**config.mk**
```make
export PLATFORM = sky130hd
export DESIGN_NAME = mc_main_ctrl
export DESIGN_NICKNAME = d
export VERILOG_FILES = /design/src/rtl/mc_ctrl_pkg.sv /design/src/rtl/mc_ctrl_outdec.sv /design/src/rtl/mc_main_ctrl.sv
export SDC_FILE = /design/constraint.sdc
export NUM_CORES = 1
export LEC_CHECK = 0
export ABC_CLOCK_PERIOD_IN_PS = 1200
export CAP_MARGIN = 20
export CORE_MARGIN = 2
export CORE_UTILIZATION = 35
export DETAILED_ROUTE_END_ITERATION = 6
export PLACE_DENSITY = 0.75
export SLEW_MARGIN = 20
export SYNTH_ARGS = -nofsm -noshare
export SYNTH_HDL_FRONTEND = slang
export SYNTH_SLANG_ARGS = --single-unit
```
**constraint.sdc**
```tcl
create_clock -name clk_i -period 1.2 [get_ports clk_i]
set_input_delay 0.18 -clock clk_i [delete_from_list [all_inputs] [get_ports clk_i]]
set_output_delay 0.18 -clock clk_i [all_outputs]
set_load 0.1 [all_outputs]
```
**src/rtl/mc_ctrl_pkg.sv**
```systemverilog
// Shared constants and types for the multi-cycle main control FSM.
// Opcodes, state encodings, select codes and the control word.
package mc_ctrl_pkg;

  localparam logic [5:0] OP_RTYPE = 6'b000000;
  localparam logic [5:0] OP_LW    = 6'b100011;
  localparam logic [5:0] OP_SW    = 6'b101011;
  localparam logic [5:0] OP_BEQ   = 6'b000100;
  localparam logic [5:0] OP_J     = 6'b000010;
  localparam logic [5:0] OP_ADDI  = 6'b001000;

  typedef enum logic [3:0] {
    S_FETCH     = 4'd0,
    S_DECODE    = 4'd1,
    S_MEM_ADDR  = 4'd2,
    S_MEM_READ  = 4'd3,
    S_MEM_WB    = 4'd4,
    S_MEM_WRITE = 4'd5,
    S_R_EXEC    = 4'd6,
    S_R_WB      = 4'd7,
    S_BRANCH    = 4'd8,
    S_JUMP      = 4'd9,
    S_ADDI_EXEC = 4'd10,
    S_ADDI_WB   = 4'd11
  } state_t;

  localparam logic [2:0] ALUOP_ADD   = 3'b000;
  localparam logic [2:0] ALUOP_SUB   = 3'b001;
  localparam logic [2:0] ALUOP_RTYPE = 3'b010;

  localparam logic [1:0] SRCB_REGB    = 2'b00;
  localparam logic [1:0] SRCB_FOUR    = 2'b01;
  localparam logic [1:0] SRCB_IMM     = 2'b10;
  localparam logic [1:0] SRCB_IMM_SH2 = 2'b11;

  localparam logic [1:0] PCSRC_ALU    = 2'b00;
  localparam logic [1:0] PCSRC_ALUOUT = 2'b01;
  localparam logic [1:0] PCSRC_JUMP   = 2'b10;

  typedef struct packed {
    logic [2:0] alu_op;
    logic       src_a;
    logic [1:0] src_b;
    logic       iord;
    logic       mem_read;
    logic       mem_write;
    logic       ir_write;
    logic       reg_write;
    logic       reg_dst;
    logic       mem_to_reg;
    logic [1:0] pc_src;
    logic       pc_write;
    logic       pc_write_cond;
  } ctrl_t;

endpackage

```
**src/rtl/mc_ctrl_outdec.sv**
```systemverilog
// State to control-word decoder for the multi-cycle controller.
// Purely combinational; only FETCH looks at mem_ready.
module mc_ctrl_outdec
  import mc_ctrl_pkg::*;
(
  input  state_t state,
  input  logic   mem_ready,
  output ctrl_t  ctrl
);

  always_comb begin
    ctrl = '0;
    case (state)
      S_FETCH: begin
        ctrl.mem_read = 1'b1;
        ctrl.src_b    = SRCB_FOUR;
        ctrl.alu_op   = ALUOP_ADD;
        ctrl.pc_src   = PCSRC_ALU;
        ctrl.ir_write = mem_ready;
        ctrl.pc_write = mem_ready;
      end
      S_DECODE: begin
        ctrl.src_b  = SRCB_IMM_SH2;
        ctrl.alu_op = ALUOP_ADD;
      end
      S_MEM_ADDR, S_ADDI_EXEC: begin
        ctrl.src_a  = 1'b1;
        ctrl.src_b  = SRCB_IMM;
        ctrl.alu_op = ALUOP_ADD;
      end
      S_MEM_READ: begin
        ctrl.mem_read = 1'b1;
        ctrl.iord     = 1'b1;
      end
      S_MEM_WB: begin
        ctrl.reg_write  = 1'b1;
        ctrl.mem_to_reg = 1'b1;
      end
      S_MEM_WRITE: begin
        ctrl.mem_write = 1'b1;
        ctrl.iord      = 1'b1;
      end
      S_R_EXEC: begin
        ctrl.src_a  = 1'b1;
        ctrl.src_b  = SRCB_REGB;
        ctrl.alu_op = ALUOP_RTYPE;
      end
      S_R_WB: begin
        ctrl.reg_write = 1'b1;
        ctrl.reg_dst   = 1'b1;
      end
      S_BRANCH: begin
        ctrl.src_a         = 1'b1;
        ctrl.src_b         = SRCB_REGB;
        ctrl.alu_op        = ALUOP_SUB;
        ctrl.pc_src        = PCSRC_ALUOUT;
        ctrl.pc_write_cond = 1'b1;
      end
      S_JUMP: begin
        ctrl.pc_write = 1'b1;
        ctrl.pc_src   = PCSRC_JUMP;
      end
      S_ADDI_WB: ctrl.reg_write = 1'b1;
      default: ;
    endcase
  end

endmodule

```
**src/rtl/mc_main_ctrl.sv**
```systemverilog
// Multi-cycle main control FSM: state register, dispatch and
// reset gating of every enable around the control-word decoder.
module mc_main_ctrl
  import mc_ctrl_pkg::*;
(
  input  logic       clk_i,
  input  logic       rst_i,
  input  logic [5:0] instr_op_i,
  input  logic       mem_ready_i,
  input  logic       zero_i,
  output logic [2:0] ALUOp_o,
  output logic       ALUSrcA_o,
  output logic [1:0] ALUSrcB_o,
  output logic       IorD_o,
  output logic       MemRead_o,
  output logic       MemWrite_o,
  output logic       IRWrite_o,
  output logic       RegWrite_o,
  output logic       RegDst_o,
  output logic       MemtoReg_o,
  output logic [1:0] PCSource_o,
  output logic       pc_en_o,
  output logic       illegal_o,
  output logic [3:0] state_o
);

  state_t state_q;
  state_t state_d;
  ctrl_t  ctrl;
  logic   illegal;

  always_ff @(posedge clk_i or posedge rst_i) begin
    if (rst_i) state_q <= S_FETCH;
    else       state_q <= state_d;
  end

  always_comb begin
    state_d = S_FETCH;
    illegal = 1'b0;
    case (state_q)
      S_FETCH: state_d = mem_ready_i ? S_DECODE : S_FETCH;
      S_DECODE: begin
        case (instr_op_i)
          OP_RTYPE:     state_d = S_R_EXEC;
          OP_LW, OP_SW: state_d = S_MEM_ADDR;
          OP_BEQ:       state_d = S_BRANCH;
          OP_J:         state_d = S_JUMP;
          OP_ADDI:      state_d = S_ADDI_EXEC;
          default: begin
            state_d = S_FETCH;
            illegal = 1'b1;
          end
        endcase
      end
      S_MEM_ADDR:
        state_d = (instr_op_i == OP_LW) ? S_MEM_READ : S_MEM_WRITE;
      S_MEM_READ:  state_d = mem_ready_i ? S_MEM_WB : S_MEM_READ;
      S_MEM_WRITE: state_d = mem_ready_i ? S_FETCH : S_MEM_WRITE;
      S_R_EXEC:    state_d = S_R_WB;
      S_ADDI_EXEC: state_d = S_ADDI_WB;
      default:     state_d = S_FETCH;
    endcase
  end

  mc_ctrl_outdec u_outdec (
    .state     (state_q),
    .mem_ready (mem_ready_i),
    .ctrl      (ctrl)
  );

  // Reset masks every side-effecting strobe so no partial write escapes.
  always_comb begin
    ALUOp_o    = ctrl.alu_op;
    ALUSrcA_o  = ctrl.src_a;
    ALUSrcB_o  = ctrl.src_b;
    IorD_o     = ctrl.iord;
    RegDst_o   = ctrl.reg_dst;
    MemtoReg_o = ctrl.mem_to_reg;
    PCSource_o = ctrl.pc_src;
    MemRead_o  = ctrl.mem_read & ~rst_i;
    MemWrite_o = ctrl.mem_write & ~rst_i;
    IRWrite_o  = ctrl.ir_write & ~rst_i;
    RegWrite_o = ctrl.reg_write & ~rst_i;
    pc_en_o    = (ctrl.pc_write | (ctrl.pc_write_cond & zero_i))
                 & ~rst_i;
    illegal_o  = illegal & ~rst_i;
    state_o    = state_q;
  end

endmodule

```
==> impl_metrics.ini, run 1 <==
[placement]
placed_cells = 151
dp.final_hpwl_um = 2678
io_buffers = 29
gp_congestion = 0.8934

[cts]
cts-htree-levels = 1
cts_hold_buf = 0
cts_setup_buffers = 6
ctsRootBufferMaster = clkbuf_4
cts_max_path_buffers = 2
cts_resized = 27
cts_made_buffers = 3
clock-sinks = 4

[synth]
synth_seq_area_share = 0.1670
yosysWarnings = 0
synth-seq-cells = 4
yosys.cell_types.count = 37
ys.flop_type = dfrtp_1
async_flop_share = 1.000
mappedNetlistNets = 91
netlist_area_sq_um = 599.3
synth_edf_count = 0
synth_cells = 81
synth_area_per_cell_sq_um = 7.399

[run_status]
status = stopped before the end
error = [ERROR DPL-0038] Utilization greater than 100%, impossible to legalize
failed_stage = clock tree synthesis

[floorplanning]
die_w_um = 45.38
io_pins = 31
placementRows = 14
die_h_um = 45.38
initial_utilization = 0.3844
[kinds of logic after synthesis]
| kind of cell | Yosys count | synth area share |
|---|---|---|
| AND/OR/NAND/NOR | 46 | 0.4823 |
| AO/OA/AOI/OAI | 18 | 0.2025 |
| buffers and inverters | 9 | 0.09602 |
| flip-flops | 4 | 0.1670 |
| XOR/XNOR | 2 | 0.02923 |
| adder cells (fa/ha/maj) | 1 | 0.01670 |
| other | 1 | 0.006257 |
[Yosys cell counts, types with 2 or more instances]
library cell  number  share of area
buf_2              4          0.033
buf_4              3          0.038
nor3_1             8          0.067
o211ai_1           2          0.025
nand2b_1           5          0.052
nor3b_1            4          0.050
dfrtp_1            4           0.17
nand3_1            4          0.033
a211oi_1           4          0.050
nor2_1             8          0.050
o21ai_0            3          0.025
nor4_1             3          0.031
o21a_1             2          0.025
nand4_1            2          0.021
a21oi_1            3          0.025
[metrics by stage]
stage | setup TNS, ns | instance area (sq um) | utilization | hold slack (ns) | setup WS (ns)
detailed placement | -6.456 | 1504 | 0.9647 | 0.6484 | -0.5454
floorplan | -15.18 | 814.5 | - | -0.02971 | -1.109
global placement | -5.267 | 1504 | 0.9647 | 0.5733 | -0.4963
==> inputs of run 2 (changes only) <==
ABC_CLOCK_PERIOD_IN_PS = 1550   (was 1200)
CORE_AREA = 2 2 63 65   (was not set)
CORE_MARGIN = not set   (was 2)
CORE_UTILIZATION = not set   (was 35)
DIE_AREA = 0 0 65 67   (was not set)
PLACE_DENSITY = not set   (was 0.75)
PLACE_DENSITY_LB_ADDON = 0.15   (was not set)
clock period = 1.55 ns   (was 1.2 ns; I/O delays follow)
==> run 2 against run 1 <==
Effect of this change: the flow now finishes, with violations (setup timing); area after synthesis unchanged; synthesized cell count unchanged.
==> impl_metrics.ini, run 2 <==
[run_status]
status = complete, but fails checks
violations = setup timing

[sta]
setup_viol = 16
fin_crit_sh = 1.183
fin_setup_tns_ns = -2.056
layout_setup_ws_ns = -0.2840
slew_viol_final = 0
rsz0062_at_grt = yes
period_needed_ns = 1.834
fin_worst_skew_ns = 0.0008076
final_hold_viol_count = 0
fmax_mhz = 545.3

[floorplanning]
dieArea_sq_um = 4355
io_pins = 31
die_h_um = 67
placementRows = 22
die_w_um = 65
coreArea_sq_um = 3606
initial_utilization = 0.1662

[placement]
gp_congestion = 0.7902
place_area_sq_um = 1506
io_buffers = 29
placed_cells = 178
dp.final_hpwl_um = 1875

[synth]
netlist_area_sq_um = 599.3
synth_cells = 81
synth_area_per_cell_sq_um = 7.399
ys_top_cells_by_count = 8 x nor2_1, 8 x nor3_1, 5 x nand2b_1
synth-seq-cells = 4
synth_edf_count = 0
ys.flop_type = dfrtp_1
synth_seq_area_share = 0.1670
yosys.cell_types.count = 37
mappedNetlistNets = 91
yosys.area.top_type = dfrtp_1
yosysWarnings = 0
synth_top_area_frac = 0.1670
async_flop_share = 1.000
synth.area.top_cells = dfrtp_1 17%, nor3_1 6.7%, nand2b_1 5.2%, a211oi_1 5.0%, nor2_1 5.0%

[route]
vias = 858
drc = 0
drt_wl_total_um = 2485
drt-initial-drc-count = 13
drt_first_pass_iters = 3
via_per_inst = 4.516
antenna_left = 0
routedWlPerCell_um = 13.08

[finish]
drive_above_1_share = 0.7042
nets = 154
diodes = 0
largest_register_ffs = 4
layout.cells.non_filler = 190
final_common_cell = buf_4
final_area_sq_um = 1768
syn_to_final_growth_pct = 195.0
final_cell_mix = 28 x buf_4, 21 x buf_12, 6 x nor3_4, 6 x nor2_4, 6 x buf_6
n_fill_cell = 335

[power_and_ir_drop]
p_clk_frac = 0.193
ir_drop_mv = 0.3687
p_seq_frac = 0.114
swShare = 0.4645
comb_power_share = 0.693
p_leak_nw = 0.7007
power_switching_mw = 0.5182
p_per_area_nw_per_um2 = 631.1
p_int_mw = 0.5974

[critical_path]
cp-end-kind = primary output
cp_max_fo = 4
worst-endpoint-required_ns = 1.32
path_delay_family = simple AND/OR/NAND/NOR gates
critical_path_arrival_ns = 1.60
path_cells = or4b_4, nor3_4, buf_12
crit_type = reg -> out
cp-start-kind = flop
crit_path_top_delay_cell = or4b_4
slowest_delay_ns = 0.55
crit_buf_inv = 1

[global_route]
grt_pass1_vias = 887
grt_max_degree = 11
gr-total-overflow = 0
antenna_found_initial = 0
grt_usage = 0.1221
grt_pass1_wl_um = 4050

[cts]
cts_made_buffers = 3
clk_pin_slew_ns = 0.03
cts-htree-levels = 1
cts_hold_buf = 0
tritoncts = done
cts_max_path_buffers = 2
insertion_delay_ns = 0.21
ctsRootBufferMaster = clkbuf_8
clock-sinks = 4

[hold_path]
hp-class = in -> async

[run]
cap_viol_max_count = 0
-- run 2: power by group through the flow --
stage	combinational (mW)	sequential [mW]	clock [mW]
4_1_cts	0.745	0.129	0.220
6_report	0.773	0.127	0.216
3_5_place_dp	0.697	0.128	0
2_1_floorplan	0.400	0.181	0
3_3_place_gp	0.694	0.128	0
5_1_grt	0.806	0.129	0.233
-- run 2: cell families (layout without fill, tap and decap cells) --
| logic type | Yosys count | in the layout | share of synthesized area |
|---|---|---|---|
| AOI/OAI and AO/OA | 18 | 18 | 0.2025 |
| DFF | 4 | 4 | 0.1670 |
| buffers and inverters | 9 | 70 | 0.09602 |
| other | 1 | 1 | 0.006257 |
| and+or+nand+nor | 46 | 46 | 0.4823 |
| adders and majority gates | 1 | 1 | 0.01670 |
| xor gates and xnor gates | 2 | 2 | 0.02923 |
-- run 2: stage by stage --
step | hold WS, ns | total power [mW] | util | worst slack, ns
after global routing | 0.1679 | 1.168 | 0.4903 | -0.3256
final | 0.1476 | 1.116 | 0.4903 | -0.2840
after CTS | 0.4796 | 1.094 | 0.4629 | -0.2906
after detailed placement | 0.7018 | 0.8253 | 0.4178 | -0.2894
after floorplan | 0.02279 | 0.5810 | - | -0.8119
after global placement | 0.7075 | 0.8222 | 0.4178 | -0.2788
-- run 2: worst reg2reg max path: stages, from the launching register on --
cell	delay, ns
dfrtp_4	0.49
buf_8	0.15
buf_8	0.12
buf_4	0.14
and4bb_1	0.23
a211oi_2	0.17
o211ai_1	0.11
-- run 2: final timing paths --
kind                                      start                    to  slack [ns]  depth (start not counted)
max                        state_o[1]$_DFF_PP0_             IRWrite_o       -0.28                          3
min in group clk_i                instr_op_i[1]  state_o[3]$_DFF_PP0_        0.51                          4
min                                       rst_i  state_o[2]$_DFF_PP0_        0.15                          3
min reg2reg                state_o[2]$_DFF_PP0_  state_o[3]$_DFF_PP0_        0.68                          2
max in group asynchronous                 rst_i  state_o[0]$_DFF_PP0_        1.28                          3
max reg2reg                state_o[0]$_DFF_PP0_  state_o[2]$_DFF_PP0_        0.01                          6
-- run 2: what timing repair did --
item                                    CTS  global route
resized for setup                        23            19
endpoints found under the setup margin   16            17
buffers inserted                          4             7
pin swaps                                 5             9
-- run 2: layout make-up --
class / count / area, sq um / share of cell area
flip-flops and latches: 4 / 115.1 / 0.06511
repair buffers: 66 / 828.3 / 0.4685
well taps: 48 / 60.06 / 0.03397
clock buffers: 3 / 41.29 / 0.02335
inverters: 1 / 3.754 / 0.002123
multi-input cells: 68 / 719.4 / 0.4069
-- run 2: routing by layer --
layer	global-route usage	vias to the layer above	routed length, um
met5	0	-	0
met4	0.03191	0	10
met3	0.03041	2	103
met2	0.2281	15	1414
met1	0.1369	416	957
li1	-	425	-
Note: power is estimated with default switching activity, not from simulation.
==> inputs of run 3 (changes only) <==
TNS_END_PERCENT = 50   (was not set)
==> run 3 against run 2 <==
Effect of this change: the run still ends with setup timing left; routed wire length is 2.5% higher; register-to-register slack better by 0.02 ns; maximum frequency down 1.4%; non-clock buffer count increased by 3; setup slack got worse by 0.025 ns; combinational power barely moved; largest power group unchanged.
==> impl_metrics.ini, run 3 (same netlist as run 2, synthesis figures left out) <==
[run_status]
violations = setup timing
status = complete, but fails checks

[finish]
drive_above_1_share = 0.6966
final_cell_mix = 30 x buf_4, 21 x buf_12, 8 x buf_6
largest_register_ffs = 4
final_area_sq_um = 1730
nets = 157
layout.cells.non_filler = 193
final_common_cell = buf_4
diodes = 0
final_util = 0.4799
syn_to_final_growth_pct = 188.7

[route]
routedWlPerCell_um = 13.20
via_per_inst = 4.492
drt_first_pass_iters = 4
vias = 867
drt_wl_total_um = 2547
antenna_left = 0
drt-initial-drc-count = 30
drc = 0

[sta]
fin_crit_sh = 1.199
final_hold_viol_count = 0
setup_viol = 16
fin_worst_skew_ns = 0.004948
fmax_mhz = 537.9
slew_viol_final = 0
fin_setup_tns_ns = -2.734
layout_setup_ws_ns = -0.3091
rsz0062_at_grt = yes
hold_ws_ns = 0.4190
period_needed_ns = 1.859

[critical_path]
r2r-start = state_o[2]$_DFF_PP0_
cp-start-kind = flop
crit_type = reg -> out
r2r_cells = 5
worst-endpoint-required_ns = 1.32
cp-end-kind = primary output
critical_path_arrival_ns = 1.63
worstReg2RegEnd = state_o[1]$_DFF_PP0_
cp_max_fo = 4
r2r_slack_ns = 0.03

[power_and_ir_drop]
p_total_mw = 1.120
p_per_area_nw_per_um2 = 647.0
p_leak_nw = 0.6608
ir_drop_mv = 0.3110

[cts]
clk_pin_slew_ns = 0.03
cts_max_path_buffers = 2
cts-htree-levels = 1
insertion_delay_ns = 0.22
tritoncts = done
cts_made_buffers = 3
ctsRootBufferMaster = clkbuf_8
clock-sinks = 4
cts_hold_buf = 0

[placement]
pre_cts_slack_ns = -0.2792
placed_cells = 184
io_buffers = 29
dp.final_hpwl_um = 1955
place_area_sq_um = 1533
gp_congestion = 0.8640

[global_route]
grt_pass1_vias = 859
gr-total-overflow = 0
antenna_found_initial = 0
grt_usage = 0.1219
grt_max_degree = 15
grt_pass1_wl_um = 4071

[run]
cap_viol_max_count = 0

[floorplanning]
placementRows = 22
initial_utilization = 0.1662
io_pins = 31
coreArea_sq_um = 3606
dieArea_sq_um = 4355
die_h_um = 67
die_w_um = 65

[hold_path]
hp-class = in -> async
-- run 3: power breakdown --
group / switching (mW) / internal, mW / leakage (nW) / total [mW]
logic: 0.454 / 0.318 / 0.592 / 0.771
clock network: 0.0535 / 0.166 / 0.0216 / 0.219
registers: 0.0120 / 0.117 / 0.0470 / 0.129
total: 0.519 / 0.601 / 0.661 / 1.12
-- run 3: critical path, stage by stage (launching register included) --
cell     delay [ns]
dfrtp_4        0.49
buf_6          0.14
or2_4          0.24
nor4_4         0.32
buf_12         0.21
-- run 3: layout make-up --
class | count | area [sq um]
Multi-Input combinational cell | 68 | 673.1
Fill cell | 341 | 1876
Sequential cell | 4 | 115.1
Clock buffer | 3 | 41.29
Timing Repair Buffer | 69 | 837.1
Inverter | 1 | 3.754
Tap cell | 48 | 60.06
-- run 3: what timing repair did --
action	CTS	global route
endpoints found under the setup margin	16	17
resized for setup	25	9
buffers inserted	3	3
pin swaps	8	7
-- run 3: worst max path at each step --
stage,start,end,cells past startpoint
floorplan,state_o[3]$_DFF_PP0_,RegWrite_o,3
global placement,instr_op_i[2],illegal_o,6
detailed placement,instr_op_i[2],illegal_o,6
CTS,state_o[1]$_DFF_PP0_,IRWrite_o,3
global route,state_o[2]$_DFF_PP0_,MemRead_o,4
finish,state_o[2]$_DFF_PP0_,MemRead_o,4
-- run 3: layer usage --
layer / global-route usage / up-vias / part of all wire
met3: 0.02534 / 4 / 0.044
met1: 0.1426 / 411 / 0.42
met5: 0 / - / 0
met2: 0.2178 / 20 / 0.52
met4: 0.04521 / 0 / 0.010
li1: - / 432 / -
